--- src/rtl/cgra_col_mem_arbiter.sv ---
// cgra_col_mem_arbiter
// Per-column memory-port arbiter. Serialises the memory requests of N_REQ
// cells sharing one column bus port (fixed priority or round robin), keeps up
// to MAX_OUTST reads in flight in a read-ID FIFO and routes each returned read
// back to its originating row, where it is held until the next instruction.
//
// Ports
//   clk_i, rst_ni              column clock, async active-low reset
//   instr_start_i              one-cycle pulse per instruction, clears served state
//   req_i/wen_i/add_i/wdata_i  per-row request, 1=read, address, write data
//   data_*_o / data_gnt_i      column bus master request side
//   data_rvalid_i/data_rdata_i column bus read return
//   rdata_o/rdata_valid_o      per-row captured read data and valid
//   stall_o/done_o             some requesting row pending / all served
//   err_o                      sticky: read return with no read in flight
module cgra_col_mem_arbiter #(
  parameter int unsigned N_REQ     = 4,
  parameter int unsigned DP_WIDTH  = 32,
  parameter int unsigned MAX_OUTST = 4,
  parameter bit          RR_EN     = 1'b1
) (
  input  logic                      clk_i,
  input  logic                      rst_ni,
  input  logic                      instr_start_i,
  input  logic [N_REQ-1:0]          req_i,
  input  logic [N_REQ-1:0]          wen_i,
  input  logic [N_REQ*DP_WIDTH-1:0] add_i,
  input  logic [N_REQ*DP_WIDTH-1:0] wdata_i,
  output logic                      data_req_o,
  output logic                      data_wen_o,
  output logic [DP_WIDTH-1:0]       data_add_o,
  output logic [DP_WIDTH-1:0]       data_wdata_o,
  input  logic                      data_gnt_i,
  input  logic                      data_rvalid_i,
  input  logic [DP_WIDTH-1:0]       data_rdata_i,
  output logic [N_REQ*DP_WIDTH-1:0] rdata_o,
  output logic [N_REQ-1:0]          rdata_valid_o,
  output logic                      stall_o,
  output logic                      done_o,
  output logic                      err_o
);

  localparam int unsigned SEL_W = (N_REQ > 1) ? $clog2(N_REQ) : 1;
  localparam int unsigned PTR_W = (MAX_OUTST > 1) ? $clog2(MAX_OUTST) : 1;
  localparam int unsigned CNT_W = PTR_W + 1;

  logic [N_REQ-1:0]    gnt_done_q, gnt_done_d;
  logic [N_REQ-1:0]    served_q, served_d;
  logic [N_REQ-1:0]    rdata_valid_q, rdata_valid_d;
  logic [SEL_W-1:0]    rr_ptr_q, rr_ptr_d;
  logic                epoch_q, epoch_d;
  logic                err_q, err_d;
  logic [PTR_W-1:0]    wr_ptr_q, wr_ptr_d, rd_ptr_q, rd_ptr_d;
  logic [CNT_W-1:0]    cnt_q, cnt_d;
  // FIFO entry: {epoch, row}
  logic [SEL_W:0]      fifo_q [MAX_OUTST];
  logic [SEL_W:0]      fifo_d [MAX_OUTST];
  logic [DP_WIDTH-1:0] rdata_q [N_REQ];
  logic [DP_WIDTH-1:0] rdata_d [N_REQ];

  logic [DP_WIDTH-1:0] add_a   [N_REQ];
  logic [DP_WIDTH-1:0] wdata_a [N_REQ];
  logic [N_REQ-1:0]    pending;
  logic [SEL_W-1:0]    sel;
  logic                found;
  logic                fifo_full;
  logic                accept, push, pop;
  logic [SEL_W:0]      head;

  always_comb begin
    for (int unsigned i = 0; i < N_REQ; i++) begin
      add_a[i]   = add_i[i*DP_WIDTH +: DP_WIDTH];
      wdata_a[i] = wdata_i[i*DP_WIDTH +: DP_WIDTH];
      rdata_o[i*DP_WIDTH +: DP_WIDTH] = rdata_q[i];
    end
  end

  // Round robin searches upward from rr_ptr with wrap; fixed priority from row 0.
  always_comb begin
    pending = req_i & ~gnt_done_q;
    sel     = '0;
    found   = 1'b0;
    for (int unsigned i = 0; i < N_REQ; i++) begin
      int unsigned idx;
      idx = RR_EN ? (i + 32'(rr_ptr_q)) % N_REQ : i;
      if (!found && pending[idx]) begin
        found = 1'b1;
        sel   = SEL_W'(idx);
      end
    end
  end

  assign fifo_full = (cnt_q == CNT_W'(MAX_OUTST));

  // Request is held off during instr_start_i so a grant never lands in the
  // cycle where the epoch flips.
  assign data_req_o   = found & ~(fifo_full & wen_i[sel]) & ~instr_start_i;
  assign data_wen_o   = data_req_o & wen_i[sel];
  assign data_add_o   = data_req_o ? add_a[sel] : '0;
  assign data_wdata_o = (data_req_o && !wen_i[sel]) ? wdata_a[sel] : '0;

  assign accept = data_req_o & data_gnt_i;
  assign push   = accept & wen_i[sel];
  assign pop    = data_rvalid_i & (cnt_q != '0);
  assign head   = fifo_q[rd_ptr_q];

  always_comb begin
    gnt_done_d    = gnt_done_q;
    served_d      = served_q;
    rdata_valid_d = rdata_valid_q;
    rr_ptr_d      = rr_ptr_q;
    epoch_d       = epoch_q;
    err_d         = err_q;
    wr_ptr_d      = wr_ptr_q;
    rd_ptr_d      = rd_ptr_q;
    cnt_d         = cnt_q + CNT_W'(push) - CNT_W'(pop);
    fifo_d        = fifo_q;
    rdata_d       = rdata_q;

    if (accept) begin
      gnt_done_d[sel] = 1'b1;
      if (wen_i[sel]) begin
        fifo_d[wr_ptr_q] = {epoch_q, sel};
        wr_ptr_d         = wr_ptr_q + PTR_W'(1);
      end else begin
        served_d[sel] = 1'b1;
      end
      if (RR_EN) begin
        rr_ptr_d = (sel == SEL_W'(N_REQ - 1)) ? '0 : sel + SEL_W'(1);
      end
    end

    // Stale-epoch returns are popped but discarded.
    if (pop) begin
      rd_ptr_d = rd_ptr_q + PTR_W'(1);
      if (head[SEL_W] == epoch_q && !instr_start_i) begin
        rdata_d[head[SEL_W-1:0]]       = data_rdata_i;
        rdata_valid_d[head[SEL_W-1:0]] = 1'b1;
        served_d[head[SEL_W-1:0]]      = 1'b1;
      end
    end else if (data_rvalid_i) begin
      err_d = 1'b1;
    end

    // FIFO and rdata contents survive; in-flight reads drain as stale.
    if (instr_start_i) begin
      gnt_done_d    = '0;
      served_d      = '0;
      rdata_valid_d = '0;
      epoch_d       = ~epoch_q;
    end
  end

  always_ff @(posedge clk_i or negedge rst_ni) begin
    if (!rst_ni) begin
      gnt_done_q    <= '0;
      served_q      <= '0;
      rdata_valid_q <= '0;
      rr_ptr_q      <= '0;
      epoch_q       <= 1'b0;
      err_q         <= 1'b0;
      wr_ptr_q      <= '0;
      rd_ptr_q      <= '0;
      cnt_q         <= '0;
      for (int unsigned i = 0; i < MAX_OUTST; i++) fifo_q[i] <= '0;
      for (int unsigned i = 0; i < N_REQ; i++) rdata_q[i] <= '0;
    end else begin
      gnt_done_q    <= gnt_done_d;
      served_q      <= served_d;
      rdata_valid_q <= rdata_valid_d;
      rr_ptr_q      <= rr_ptr_d;
      epoch_q       <= epoch_d;
      err_q         <= err_d;
      wr_ptr_q      <= wr_ptr_d;
      rd_ptr_q      <= rd_ptr_d;
      cnt_q         <= cnt_d;
      fifo_q        <= fifo_d;
      rdata_q       <= rdata_d;
    end
  end

  assign rdata_valid_o = rdata_valid_q;
  assign err_o         = err_q;
  assign done_o        = &(~req_i | served_q);
  assign stall_o       = (|req_i) & ~done_o;

endmodule

--- config.mk ---
export PLATFORM = sky130hd
export DESIGN_NAME = cgra_col_mem_arbiter
export DESIGN_NICKNAME = d
export VERILOG_FILES = /design/src/rtl/cgra_col_mem_arbiter.sv
export SDC_FILE = /design/constraint.sdc
export NUM_CORES = 1
export LEC_CHECK = 0
export ABC_AREA = 1
export BUFFER_PORTS_ARGS = -buffer_cell sky130_fd_sc_hd__buf_4
export CAP_MARGIN = 20
export CORE_AREA = 5 5 193 195
export DETAILED_ROUTE_END_ITERATION = 6
export DIE_AREA = 0 0 198 200
export GPL_TIMING_DRIVEN = 0
export SYNTH_ARGS = -nofsm -noshare
export SYNTH_HDL_FRONTEND = slang
export SYNTH_SLANG_ARGS = --single-unit
--- constraint.sdc ---
create_clock -name clk_i -period 4.1 [get_ports clk_i]
set_clock_uncertainty 0.15 [all_clocks]
set_input_delay 0.41 -clock clk_i [delete_from_list [all_inputs] [get_ports clk_i]]
set_output_delay 0.41 -clock clk_i [all_outputs]
set_load 0.02 [all_outputs]
# == After elaboration in Yosys (flattened, before gate mapping) ==
# Cells that the tools add are included.
# op_classes
n_bitwise,25
eq_ne,3
n_lt_le_gt_ge,14
addsub,8
reduce_logical,24
muxes,50
# ops
operator,count
two-way mux 32 bit,7
binary-select mux 32 bit (select 2 bit),2
bitwise mux 128 bit,1
demux 32 bit (select 2 bit),1
two-way mux 4 bit,10
bitwise OR 4 bit,5
"less-than comparator 2 x 3 -> 1 bit, second input constant",6
bitwise mux 12 bit,1
">= comparator 3 bit, second input constant",4
NOT 2 -> 3 bit,4
two-way mux 1 bit,11
binary-select mux 1 bit (select 2 bit),5
two-way mux 2 bit,5
logical AND 1 bit,9
two-way mux 3 bit,3
AND 1 bit,8
NOT 4 bit,2
AND reduction 2 bit,4
"adder 2 x 1 -> 2 bit, second input constant",3
binary-select mux 3 bit (select 2 bit),1
demux 3 bit (select 2 bit),1
"less-than comparator 3 x 1 -> 1 bit, second input constant",2
nonzero test 2 bit,3
zero test 1 bit,5
other kinds (14),21
# word_totals
inputBits,301
out_inout_bits,201
elab_cells,141
reg_bits,163

# == Longest topological paths before layout ==
# Gate-level depths: netlist of run 1.
# depth
ltp_word,26
depth_mapped,19
mapped_depth_nobuf,18

# == Least setup slack after synthesis of run 1 ==
# OpenSTA, ideal clock, no wires.
# synth_path
path_kind,register to register
startpoint,register rr_ptr_q[0]
endpoint,register cnt_q[2]
required_ps,3828
path_buffers,1
path_slack_ps,1240
arrival_ps,2588
path_stages_with_launch,20
setup_ps,122
cell_sequence,dfrtp_1 buf_6 inv_6 nand2_2 nand2_1 nand3_1 nand2_2 nand3_1 nor2_1 inv_1 nand2_2 inv_2 nand3_1 and2_4 nand4_4 ha_1 inv_1 ha_1 fa_1 xnor2_1
# synth_via
elab_chain_len,22
word_cells_on_any_way,35
# synth_lines
element,line,text
"start, declared",50,"logic [SEL_W-1:0] rr_ptr_q, rr_ptr_d;"
"start signal, assigned",171,rr_ptr_q <= rr_ptr_d;
"parallel branches: the longest is 11 deep, another holds adder 1 x 2 -> 2 bit",n/a,
two-way mux 2 bit *,86,if (!found && pending[idx]) begin
named net sel[1],64,logic [SEL_W-1:0] sel;
binary-select mux 1 bit (select 2 bit) *,"97, 103",
two-way mux 1 bit (not written as such) *,"97, 103",
AND 1 bit,97,assign data_req_o = found & ~(fifo_full & wen_i[sel]) & ~instr_start_i;
NOT 1 bit,97,
AND 1 bit (2 in a row),97,
AND 1 bit,102,assign accept = data_req_o & data_gnt_i;
AND 1 bit *,103,assign push = accept & wen_i[sel];
adder 3 x 1 -> 3 bit *,116,cnt_d = cnt_q + CNT_W'(push) - CNT_W'(pop);
subtractor 3 x 1 -> 3 bit *,116,
named net cnt_d[2],54,"logic [CNT_W-1:0] cnt_q, cnt_d;"
"end signal, assigned",176,cnt_q <= cnt_d;
"end, declared",54,
# Mark *: on every way through the listed nets, which the timed path passes. The select of a mux whose other input is x is not followed.
# A chain may end at the register's enable or synchronous reset.

# == Final worst setup path of run 1 ==
# layout_path
startpoint,register rr_ptr_q[0]
endpoint,output port data_wdata_o[14]
# layout_via
elab_chain_len,20
word_cells_on_any_way,38
# layout_lines
element,line,text
"parallel branches: the longest is 11 deep, another holds adder 1 x 2 -> 2 bit",n/a,
two-way mux 2 bit *,86,
named net sel[1],64,
binary-select mux 1 bit (select 2 bit),"97, 100",
two-way mux 1 bit (not written as such),"97, 100",
AND 1 bit,97,
NOT 1 bit,97,
AND 1 bit (2 in a row),97,
logical AND 1 bit,100,assign data_wdata_o = (data_req_o && !wen_i[sel]) ? wdata_a[sel] : '0;
two-way mux 32 bit *,100,
"end, declared",32,"output logic [DP_WIDTH-1:0] data_wdata_o,"
# Marked as above.

==> results of run 1 <==
flip-flops by register name, indices dropped and copies added (netlist names):
name / count
rr_ptr_q: 2
cnt_q: 3
wr_ptr_q: 2
err_o: 1
rd_ptr_q: 2
gnt_done_q: 4
fifo_q: 12
rdata_o: 128
served_q: 4
epoch_q: 1
rdata_valid_o: 4
logic make-up (layout without fill, tap and decap cells):
logic type	after synthesis	count (layout)	share of synthesized area, %
AND/OR/NAND/NOR	410	410	18.4
AO/OA/AOI/OAI	408	408	26.8
flip-flops	163	163	44.6
buffers and inverters	160	694	8.26
adder cells (fa/ha/maj)	11	11	1.59
XOR/XNOR	4	4	0.383
worst max path at each step:
| stage | start | end | slack (ns) | cells past startpoint |
|---|---|---|---|---|
| 2_1_floorplan | rr_ptr_q[0]$_DFFE_PN0N_ | cnt_q[2]$_DFF_PN0_ | 1.24 | 19 |
| 3_3_place_gp | rr_ptr_q[0]$_DFFE_PN0N_ | data_add_o[2] | 0.60 | 17 |
| 3_5_place_dp | rr_ptr_q[0]$_DFFE_PN0N_ | data_add_o[2] | 0.56 | 17 |
| 4_1_cts | rr_ptr_q[0]$_DFFE_PN0N_ | data_add_o[2] | 0.1 | 17 |
| 5_1_grt | rr_ptr_q[0]$_DFFE_PN0N_ | data_add_o[4] | 0.05 | 17 |
| 6_report | rr_ptr_q[0]$_DFFE_PN0N_ | data_wdata_o[14] | 0.26 | 15 |
synth_stat cells, drive strengths merged:
| library cell | count |
|---|---|
| fa | 1 |
| o22ai | 3 |
| and2 | 2 |
| a31o | 1 |
| nor3 | 1 |
| nand3 | 27 |
| o21ai | 260 |
| ha | 10 |
| a211oi | 32 |
| or2 | 1 |
| clkbuf | 35 |
| nor2 | 151 |
| inv | 76 |
| xor2 | 3 |
| dfrtp | 163 |
| nand4 | 7 |
| a32o | 1 |
| a21oi | 45 |
| buf | 49 |
| a32oi | 2 |
| xnor2 | 1 |
| nand2 | 221 |
| o21a | 64 |
power breakdown:
group / total [mW] / internal (mW) / switching, mW / leakage [nW]
Clock: 1.56 / 0.816 / 0.744 / 0.289
Combinational: 11.2 / 4.09 / 7.15 / 4.68
Sequential: 2.82 / 2.35 / 0.471 / 2.09
critical path: stages (launching register included):
cell,delay [ns]
sky130_fd_sc_hd__dfrtp_1,0.37
sky130_fd_sc_hd__buf_6,0.14
sky130_fd_sc_hd__inv_6,0.10
sky130_fd_sc_hd__nand2_2,0.05
sky130_fd_sc_hd__nand2_1,0.10
sky130_fd_sc_hd__nand3_1,0.09
sky130_fd_sc_hd__nand2_2,0.14
sky130_fd_sc_hd__nand4_1,0.10
sky130_fd_sc_hd__nand2_1,0.10
sky130_fd_sc_hd__nand2_2,0.16
sky130_fd_sc_hd__inv_2,0.12
sky130_fd_sc_hd__clkbuf_1,0.46
sky130_fd_sc_hd__o21a_1,0.20
sky130_fd_sc_hd__o21ai_0,0.10
sky130_fd_sc_hd__a211oi_2,0.40
sky130_fd_sc_hd__buf_4,0.22
what timing repair did:
item | in CTS | in global routing
endpoints found under the setup margin | 0 | 6
hold buffers | 1 | 0
buffers inserted | 0 | 0
gates resized for setup | 0 | 5
endpoints found under the hold margin | 43 | 0
metal layers:
| metal | track usage, % | vias to the layer above | share of wire (%) |
|---|---|---|---|
| met4 | 6.45 | 0 | 3.0 |
| met1 | 26.6 | 4850 | 42 |
| met5 | 0 | - | 0 |
| met3 | 4.15 | 44 | 7.3 |
| li1 | - | 4895 | - |
| met2 | 35.0 | 437 | 48 |
per-stage QoR:
step | util [%] | cells | cell area [sq um] | total power, mW
6_report | 40.1 | 2151 | 14100 | 15.6
5_1_grt | 40.1 | 2151 | 14100 | 16.7
4_1_cts | 40.1 | 2152 | 14100 | 15.6
3_5_place_dp | 38.4 | 2119 | 13500 | 14.0
3_3_place_gp | 38.3 | 2118 | 13500 | 13.9
2_1_floorplan | - | 1156 | 9150 | 9.52
area by class of cell:
class                   instances  area (sq um)
plain buffers                  83           459
clock buffers                  17           425
clock inverters                15           160
fillers                      3649         21100
inverters                      76           293
multi-input cells             833          4330
flip-flops and latches        163          4080
well taps                     461           577
repair buffers                503          3810
==> metrics.txt, run 1 <==
# TYPE chip_impl_metric gauge
chip_impl_metric{name="first_global_vias",unit=""} 10100
chip_impl_info{name="worstSetupStartpointType",value="register"} 1
chip_impl_metric{name="setup_tns",unit="ns"} 0
chip_impl_metric{name="power-per-cell-area",unit="nW/um^2"} 1110
chip_impl_metric{name="power.leakage",unit="nW"} 7.06
chip_impl_metric{name="grt_max_degree",unit=""} 121
chip_impl_metric{name="detail-route-antenna-nets",unit=""} 0
chip_impl_metric{name="post_drt_wl_per_cell",unit="microns"} 20.1
chip_impl_metric{name="rows",unit=""} 69
chip_impl_metric{name="slew_headroom",unit="%"} 54.8
chip_impl_metric{name="place.detailed.hpwl",unit="microns"} 35300
chip_impl_info{name="r2r-start",value="rr_ptr_q[0]$_DFFE_PN0N_"} 1
chip_impl_info{name="endpoint_kind",value="output port"} 1
chip_impl_info{name="worst_hold_path.endpoint",value="epoch_q$_DFFE_PN0P_"} 1
chip_impl_metric{name="postSynthAreaPerCell",unit="sq um"} 7.91
chip_impl_metric{name="irDropWorstVdd",unit="V"} 0.000667
chip_impl_metric{name="first_pass_grt_wire_length",unit="microns"} 62700
chip_impl_metric{name="yosysTopAreaCellShare",unit="%"} 44.6
chip_impl_info{name="unrepaired_setup_endpoints_after_global_routing",value="false"} 1
chip_impl_metric{name="whs",unit="ns"} 0.0705
chip_impl_metric{name="die_width",unit="microns"} 198
chip_impl_metric{name="count_of_tritonroute_iterations_in_the_first_routing_pass",unit=""} 7
chip_impl_metric{name="pin_count",unit=""} 502
chip_impl_metric{name="placeableCoreArea",unit="sq um"} 35200
chip_impl_metric{name="timing.final.setup_violations",unit=""} 0
chip_impl_info{name="crit_path_kind",value="reg -> out"} 1
chip_impl_info{name="clock_tree_from_tritoncts",value="yes"} 1
chip_impl_metric{name="synthCells",unit=""} 1156
chip_impl_metric{name="postSynthRegisterBits",unit=""} 163
chip_impl_metric{name="initial_util",unit="%"} 26.0
chip_impl_metric{name="clock_path_buffers",unit=""} 2
chip_impl_metric{name="port_buffers",unit=""} 501
chip_impl_metric{name="clock_sink_count",unit=""} 163
chip_impl_metric{name="worstPathArrival",unit="ns"} 3.28
chip_impl_metric{name="yosys_warnings",unit=""} 0
chip_impl_metric{name="r2r_setup_slack",unit="ns"} 0.87
chip_impl_metric{name="ctsHtreeMaxLevel",unit=""} 4
chip_impl_metric{name="post-place-ws",unit="ns"} 0.559
chip_impl_metric{name="finalMaxSlewViolations",unit=""} 0
chip_impl_metric{name="initial_antenna_violation_count",unit=""} 0
chip_impl_metric{name="grt_use_total",unit="%"} 20.6
chip_impl_metric{name="hold_violations",unit=""} 0
chip_impl_metric{name="floorplan.die_area",unit="sq um"} 39600
chip_impl_metric{name="tritoncts.num_buffers",unit=""} 17
chip_impl_info{name="holdCritPathClass",value="in -> reg"} 1
chip_impl_metric{name="worstPathRequired",unit="ns"} 3.54
chip_impl_metric{name="clkSlewWorstSetupHoldPaths",unit="ns"} 0.07
chip_impl_metric{name="synth-seq-area-share",unit="%"} 44.6
chip_impl_metric{name="finalNetCount",unit=""} 1989
chip_impl_metric{name="setup_ws",unit="ns"} 0.260
chip_impl_metric{name="overflow_left_after_global_routing",unit=""} 0
chip_impl_metric{name="clk-insertion-delay-late",unit="ns"} 0.43
chip_impl_metric{name="maxCapViolCount",unit=""} 0
chip_impl_info{name="run_status",value="finished clean"} 1
chip_impl_info{name="synth_top_cell_by_area",value="sky130_fd_sc_hd__dfrtp_1"} 1
chip_impl_metric{name="worst_slew_pin_slew",unit="ns"} 0.678
chip_impl_metric{name="period_needed",unit="ns"} 3.84
chip_impl_metric{name="mappedNetlistNets",unit=""} 1468
chip_impl_metric{name="totalWireLength",unit="microns"} 43100
chip_impl_metric{name="path_max_fanout",unit=""} 10
chip_impl_info{name="timing.rr.end",value="cnt_q[2]$_DFF_PN0_"} 1
chip_impl_info{name="mostFrequentLayoutCells",value="sky130_fd_sc_hd__buf_4 (509), sky130_fd_sc_hd__o21ai_0 (259), sky130_fd_sc_hd__nand2_1 (214)"} 1
chip_impl_info{name="ctsRootBufferMaster",value="sky130_fd_sc_hd__clkbuf_16"} 1
chip_impl_metric{name="min_period_over_period",unit="%"} 93.7
chip_impl_metric{name="antennaDiodeCount",unit=""} 0
chip_impl_info{name="holdCritStartpoint",value="instr_start_i"} 1
chip_impl_metric{name="area.growth.synth_to_final",unit="%"} 54.5
chip_impl_metric{name="vias",unit=""} 10200
chip_impl_metric{name="clock.fmax",unit="GHz"} 0.260
chip_impl_metric{name="detail_route.drc_violations",unit=""} 0
chip_impl_metric{name="min_path_cells",unit=""} 2
chip_impl_metric{name="ff2ff_path_depth",unit=""} 19
chip_impl_metric{name="drtIter0Drc",unit=""} 581
chip_impl_metric{name="netlist-cell-type-count",unit=""} 38
chip_impl_info{name="synth.top_cells.by_area",value="sky130_fd_sc_hd__dfrtp_1 (45%), sky130_fd_sc_hd__o21ai_0 (14%), sky130_fd_sc_hd__nand2_1 (8.8%)"} 1
chip_impl_metric{name="netlist_area",unit="sq um"} 9150
chip_impl_info{name="layout.cells.most_common",value="sky130_fd_sc_hd__buf_4"} 1
chip_impl_metric{name="drive_gt1_share",unit="%"} 38.1
chip_impl_metric{name="post_drt_via_cell_ratio",unit=""} 4.75
chip_impl_metric{name="gp_routability_congestion",unit=""} 0.945
chip_impl_metric{name="floorplan.die.height",unit="microns"} 200
No activity file was read; power rests on OpenSTA's default activity.
==> inputs of run 2 (changes only) <==
--- a/config.mk
+++ b/config.mk
@@ -5,12 +5,11 @@
 export SDC_FILE = /design/constraint.sdc
 export NUM_CORES = 1
 export LEC_CHECK = 0
-export ABC_AREA = 1
 export BUFFER_PORTS_ARGS = -buffer_cell sky130_fd_sc_hd__buf_4
 export CAP_MARGIN = 20
-export CORE_AREA = 5 5 193 195
+export CORE_AREA = 5 5 190 192
 export DETAILED_ROUTE_END_ITERATION = 6
-export DIE_AREA = 0 0 198 200
+export DIE_AREA = 0 0 195 197
 export GPL_TIMING_DRIVEN = 0
 export SYNTH_ARGS = -nofsm -noshare
 export SYNTH_HDL_FRONTEND = slang
==> run 2 against run 1 <==
Routed wire length down 6.2%. Final cell count down 26%. Via count down 28%. Critical path depth down 6. Largest power group unchanged. Highest routed layer unchanged.
==> metrics.txt, run 2 <==
# TYPE chip_impl_metric gauge
chip_impl_metric{name="path_max_fanout",unit=""} 10
chip_impl_metric{name="clock_path_buffers",unit=""} 2
chip_impl_metric{name="finalMaxSlewViolations",unit=""} 0
chip_impl_metric{name="netlist_area",unit="sq um"} 8860
chip_impl_info{name="unrepaired_setup_endpoints_after_global_routing",value="false"} 1
chip_impl_info{name="synth.top_cells.by_area",value="sky130_fd_sc_hd__dfrtp_1 (46%), sky130_fd_sc_hd__mux4_2 (17%), sky130_fd_sc_hd__mux2_2 (11%)"} 1
chip_impl_metric{name="overflow_left_after_global_routing",unit=""} 0
chip_impl_metric{name="floorplan.die_area",unit="sq um"} 38400
chip_impl_metric{name="initial_antenna_violation_count",unit=""} 4
chip_impl_metric{name="power",unit="mW"} 9.86
chip_impl_info{name="ctsRootBufferMaster",value="sky130_fd_sc_hd__clkbuf_16"} 1
chip_impl_info{name="crit_path_kind",value="reg -> out"} 1
chip_impl_metric{name="grt_max_degree",unit=""} 94
chip_impl_metric{name="simple_gate_fraction_of_synth_area",unit="%"} 7.36
chip_impl_info{name="layout.cells.most_common",value="sky130_fd_sc_hd__buf_4"} 1
chip_impl_metric{name="fraction_of_synthesized_area_in_multiplexers",unit="%"} 37.4
chip_impl_metric{name="cts.repair_timing.setup_buffer_count",unit=""} 0
chip_impl_metric{name="irDropWorstVdd",unit="V"} 0.000424
chip_impl_info{name="post-synth-top-count-cell",value="sky130_fd_sc_hd__dfrtp_1"} 1
chip_impl_metric{name="die_width",unit="microns"} 195
chip_impl_metric{name="count_of_tritonroute_iterations_in_the_first_routing_pass",unit=""} 4
chip_impl_metric{name="worstPathArrival",unit="ns"} 3.36
chip_impl_metric{name="detail-route-antenna-nets",unit=""} 0
chip_impl_info{name="r2r-start",value="gnt_done_q[1]$_DFFE_PN0P_"} 1
chip_impl_metric{name="yosysTopAreaCellShare",unit="%"} 46.0
chip_impl_metric{name="max_ffs_per_register",unit=""} 128
chip_impl_info{name="top_usage_layer",value="met2"} 1
chip_impl_metric{name="slew_headroom",unit="%"} 41.4
chip_impl_metric{name="whs",unit="ns"} 0.0900
chip_impl_metric{name="initial_util",unit="%"} 25.9
chip_impl_info{name="synth_top_family_by_area",value="multiplexers"} 1
chip_impl_metric{name="synth-edff-count",unit=""} 0
chip_impl_metric{name="drive_gt1_share",unit="%"} 68.2
chip_impl_info{name="run_status",value="finished clean"} 1
chip_impl_metric{name="setup_tns",unit="ns"} 0
chip_impl_metric{name="hold_violations",unit=""} 0
chip_impl_info{name="worstSetupStartpointType",value="register"} 1
chip_impl_metric{name="placeableCoreArea",unit="sq um"} 34200
chip_impl_metric{name="area.growth.synth_to_final",unit="%"} 56.8
chip_impl_metric{name="netlist-cell-type-count",unit=""} 51
chip_impl_info{name="holdCritStartpoint",value="data_rdata_i[27]"} 1
chip_impl_metric{name="totalWireLength",unit="microns"} 40500
chip_impl_info{name="synth_top_cell_by_area",value="sky130_fd_sc_hd__dfrtp_1"} 1
chip_impl_info{name="endpoint_kind",value="output port"} 1
chip_impl_metric{name="met1_layer_usage_reported_by_global_route",unit="%"} 23.8
chip_impl_metric{name="tritoncts.num_buffers",unit=""} 17
chip_impl_metric{name="postSynthRegisterBits",unit=""} 163
chip_impl_metric{name="synth-seq-area-share",unit="%"} 46.0
chip_impl_metric{name="clk-insertion-delay-late",unit="ns"} 0.42
chip_impl_metric{name="async_flop_share",unit="%"} 100
chip_impl_metric{name="gp_routability_congestion",unit=""} 1.06
chip_impl_metric{name="global_routing_met2_resource_utilization",unit="%"} 36.1
chip_impl_info{name="holdCritPathClass",value="in -> reg"} 1
chip_impl_metric{name="floorplan.die.height",unit="microns"} 197
chip_impl_metric{name="r2r_setup_slack",unit="ns"} 0.61
chip_impl_metric{name="power-per-cell-area",unit="nW/um^2"} 710
chip_impl_metric{name="synthCells",unit=""} 594
chip_impl_info{name="clock_tree_from_tritoncts",value="yes"} 1
chip_impl_metric{name="ctsHtreeMaxLevel",unit=""} 4
chip_impl_metric{name="post_drt_wl_per_cell",unit="microns"} 25.4
chip_impl_info{name="top_cell_types_by_occurrence_after_synthesis",value="sky130_fd_sc_hd__dfrtp_1 (163), sky130_fd_sc_hd__mux2_2 (83), sky130_fd_sc_hd__mux4_2 (68), sky130_fd_sc_hd__and2_1 (65), sky130_fd_sc_hd__mux2_4 (56)"} 1
chip_impl_metric{name="min_period_over_period",unit="%"} 95.5
chip_impl_metric{name="pin_count",unit=""} 502
chip_impl_metric{name="place.detailed.instances",unit=""} 1551
chip_impl_metric{name="clock.fmax",unit="GHz"} 0.255
chip_impl_metric{name="first_global_vias",unit=""} 8069
chip_impl_metric{name="clock_sink_count",unit=""} 163
chip_impl_metric{name="first_pass_grt_wire_length",unit="microns"} 56800
chip_impl_metric{name="clkSlewWorstSetupHoldPaths",unit="ns"} 0.08
chip_impl_metric{name="period_needed",unit="ns"} 3.92
chip_impl_metric{name="finalNetCount",unit=""} 1428
chip_impl_info{name="mostFrequentLayoutCells",value="sky130_fd_sc_hd__buf_4 (501), sky130_fd_sc_hd__dfrtp_1 (163), sky130_fd_sc_hd__mux2_2 (83)"} 1
chip_impl_metric{name="post_synth_xor_area_fraction",unit="%"} 0.777
chip_impl_metric{name="ff2ff_path_depth",unit=""} 12
chip_impl_info{name="timing.rr.end",value="cnt_q[2]$_DFF_PN0_"} 1
chip_impl_metric{name="worstPathRequired",unit="ns"} 3.54
chip_impl_metric{name="instances_no_fill",unit=""} 1590
chip_impl_metric{name="vias",unit=""} 7371
chip_impl_metric{name="drtIter0Drc",unit=""} 276
chip_impl_metric{name="timing.final.setup_violations",unit=""} 0
chip_impl_metric{name="yosys_warnings",unit=""} 0
chip_impl_metric{name="power.leakage",unit="nW"} 6.93
chip_impl_metric{name="place.detailed.hpwl",unit="microns"} 34500
chip_impl_metric{name="worst_slew_pin_slew",unit="ns"} 0.878
chip_impl_metric{name="min_path_cells",unit=""} 2
chip_impl_metric{name="synth-compound-area-share",unit="%"} 3.55
chip_impl_metric{name="grt_use_total",unit="%"} 20.1
chip_impl_metric{name="maxCapViolCount",unit=""} 0
chip_impl_metric{name="rows",unit=""} 68
chip_impl_metric{name="port_buffers",unit=""} 501
chip_impl_metric{name="mappedNetlistNets",unit=""} 906
chip_impl_metric{name="post_drt_via_cell_ratio",unit=""} 4.64
chip_impl_info{name="worst_hold_path.endpoint",value="rdata_o[59]$_DFFE_PN0P_"} 1
chip_impl_metric{name="synthAdderAreaFrac",unit="%"} 1.64
chip_impl_metric{name="grt_util_met3",unit="%"} 5.54
chip_impl_metric{name="detail_route.drc_violations",unit=""} 0
chip_impl_metric{name="postSynthAreaPerCell",unit="sq um"} 14.9
chip_impl_info{name="dominantRegCellSynth",value="sky130_fd_sc_hd__dfrtp_1"} 1
==> run 2: how the worst max path moves through the flow <==
stage	start	endpoint
finish	gnt_done_q[1]$_DFFE_PN0P_	data_wdata_o[5]
global route	gnt_done_q[1]$_DFFE_PN0P_	data_wdata_o[5]
floorplan	req_i[2]	cnt_q[2]$_DFF_PN0_
CTS	gnt_done_q[0]$_DFFE_PN0P_	data_add_o[27]
global placement	req_i[2]	data_add_o[27]
detailed placement	req_i[2]	data_add_o[27]
==> run 2: per-stage QoR <==
step,area [sq um],setup slack [ns],utilization [%]
2_1_floorplan,8860,0.978,-
3_3_place_gp,13200,0.310,38.6
3_5_place_dp,13200,0.318,38.7
4_1_cts,13900,0.0928,40.6
5_1_grt,13900,0.00829,40.6
6_report,13900,0.183,40.6
==> run 2: critical path, stage by stage, from the launching register on <==
cell and delay [ns]:
sky130_fd_sc_hd__dfrtp_1 0.40, sky130_fd_sc_hd__nand2b_1 0.19, sky130_fd_sc_hd__a211o_1 0.28, sky130_fd_sc_hd__a21oi_2 0.28
sky130_fd_sc_hd__inv_2 0.16, sky130_fd_sc_hd__mux4_2 0.60, sky130_fd_sc_hd__nor3_4 0.30, sky130_fd_sc_hd__buf_2 0.36
sky130_fd_sc_hd__and2_1 0.19, sky130_fd_sc_hd__buf_4 0.17
==> run 2: routing by layer <==
layer / share of wire [%] / wire length [microns] / vias to the layer above
li1: - / - / 3271
met1: 38 / 15300 / 3742
met2: 53 / 21200 / 322
met3: 7.5 / 3020 / 36
met4: 2.3 / 925 / 0
met5: 0 / 0 / -
==> run 2: layout make-up <==
| cell class | instances | area, sq um |
|---|---|---|
| multi-input cells | 373 | 4500 |
| flip-flops and latches | 163 | 4080 |
| inverters | 20 | 75.1 |
| clock buffers | 17 | 425 |
| clock inverters | 15 | 203 |
| plain buffers | 38 | 209 |
| fillers | 3315 | 20300 |
| diodes | 6 | 15.0 |
| well taps | 455 | 569 |
| repair buffers | 503 | 3810 |
==> run 2: repair_timing <==
item                                   4_1_cts  5_1_grt
resized for setup                            1        2
pin swaps                                    0        0
setup endpoints to repair                    2        3
endpoints found under the hold margin       92        0
hold buffers                                 1        0
==> run 2: kinds of logic after synthesis <==
kind of cell | Yosys count
buffers and inverters | 58
adders and majority gates | 11
xor gates and xnor gates | 7
and+or+nand+nor | 105
muxes | 208
AOI/OAI and AO/OA | 42
DFF | 163
==> run 2: report_power, final <==
part           switching (mW)  internal [mW]  leakage, nW  total, mW
Combinational            2.79           2.80         4.58       5.58
Sequential              0.386           2.24         2.05       2.63
Clock                   0.749          0.892        0.306       1.64
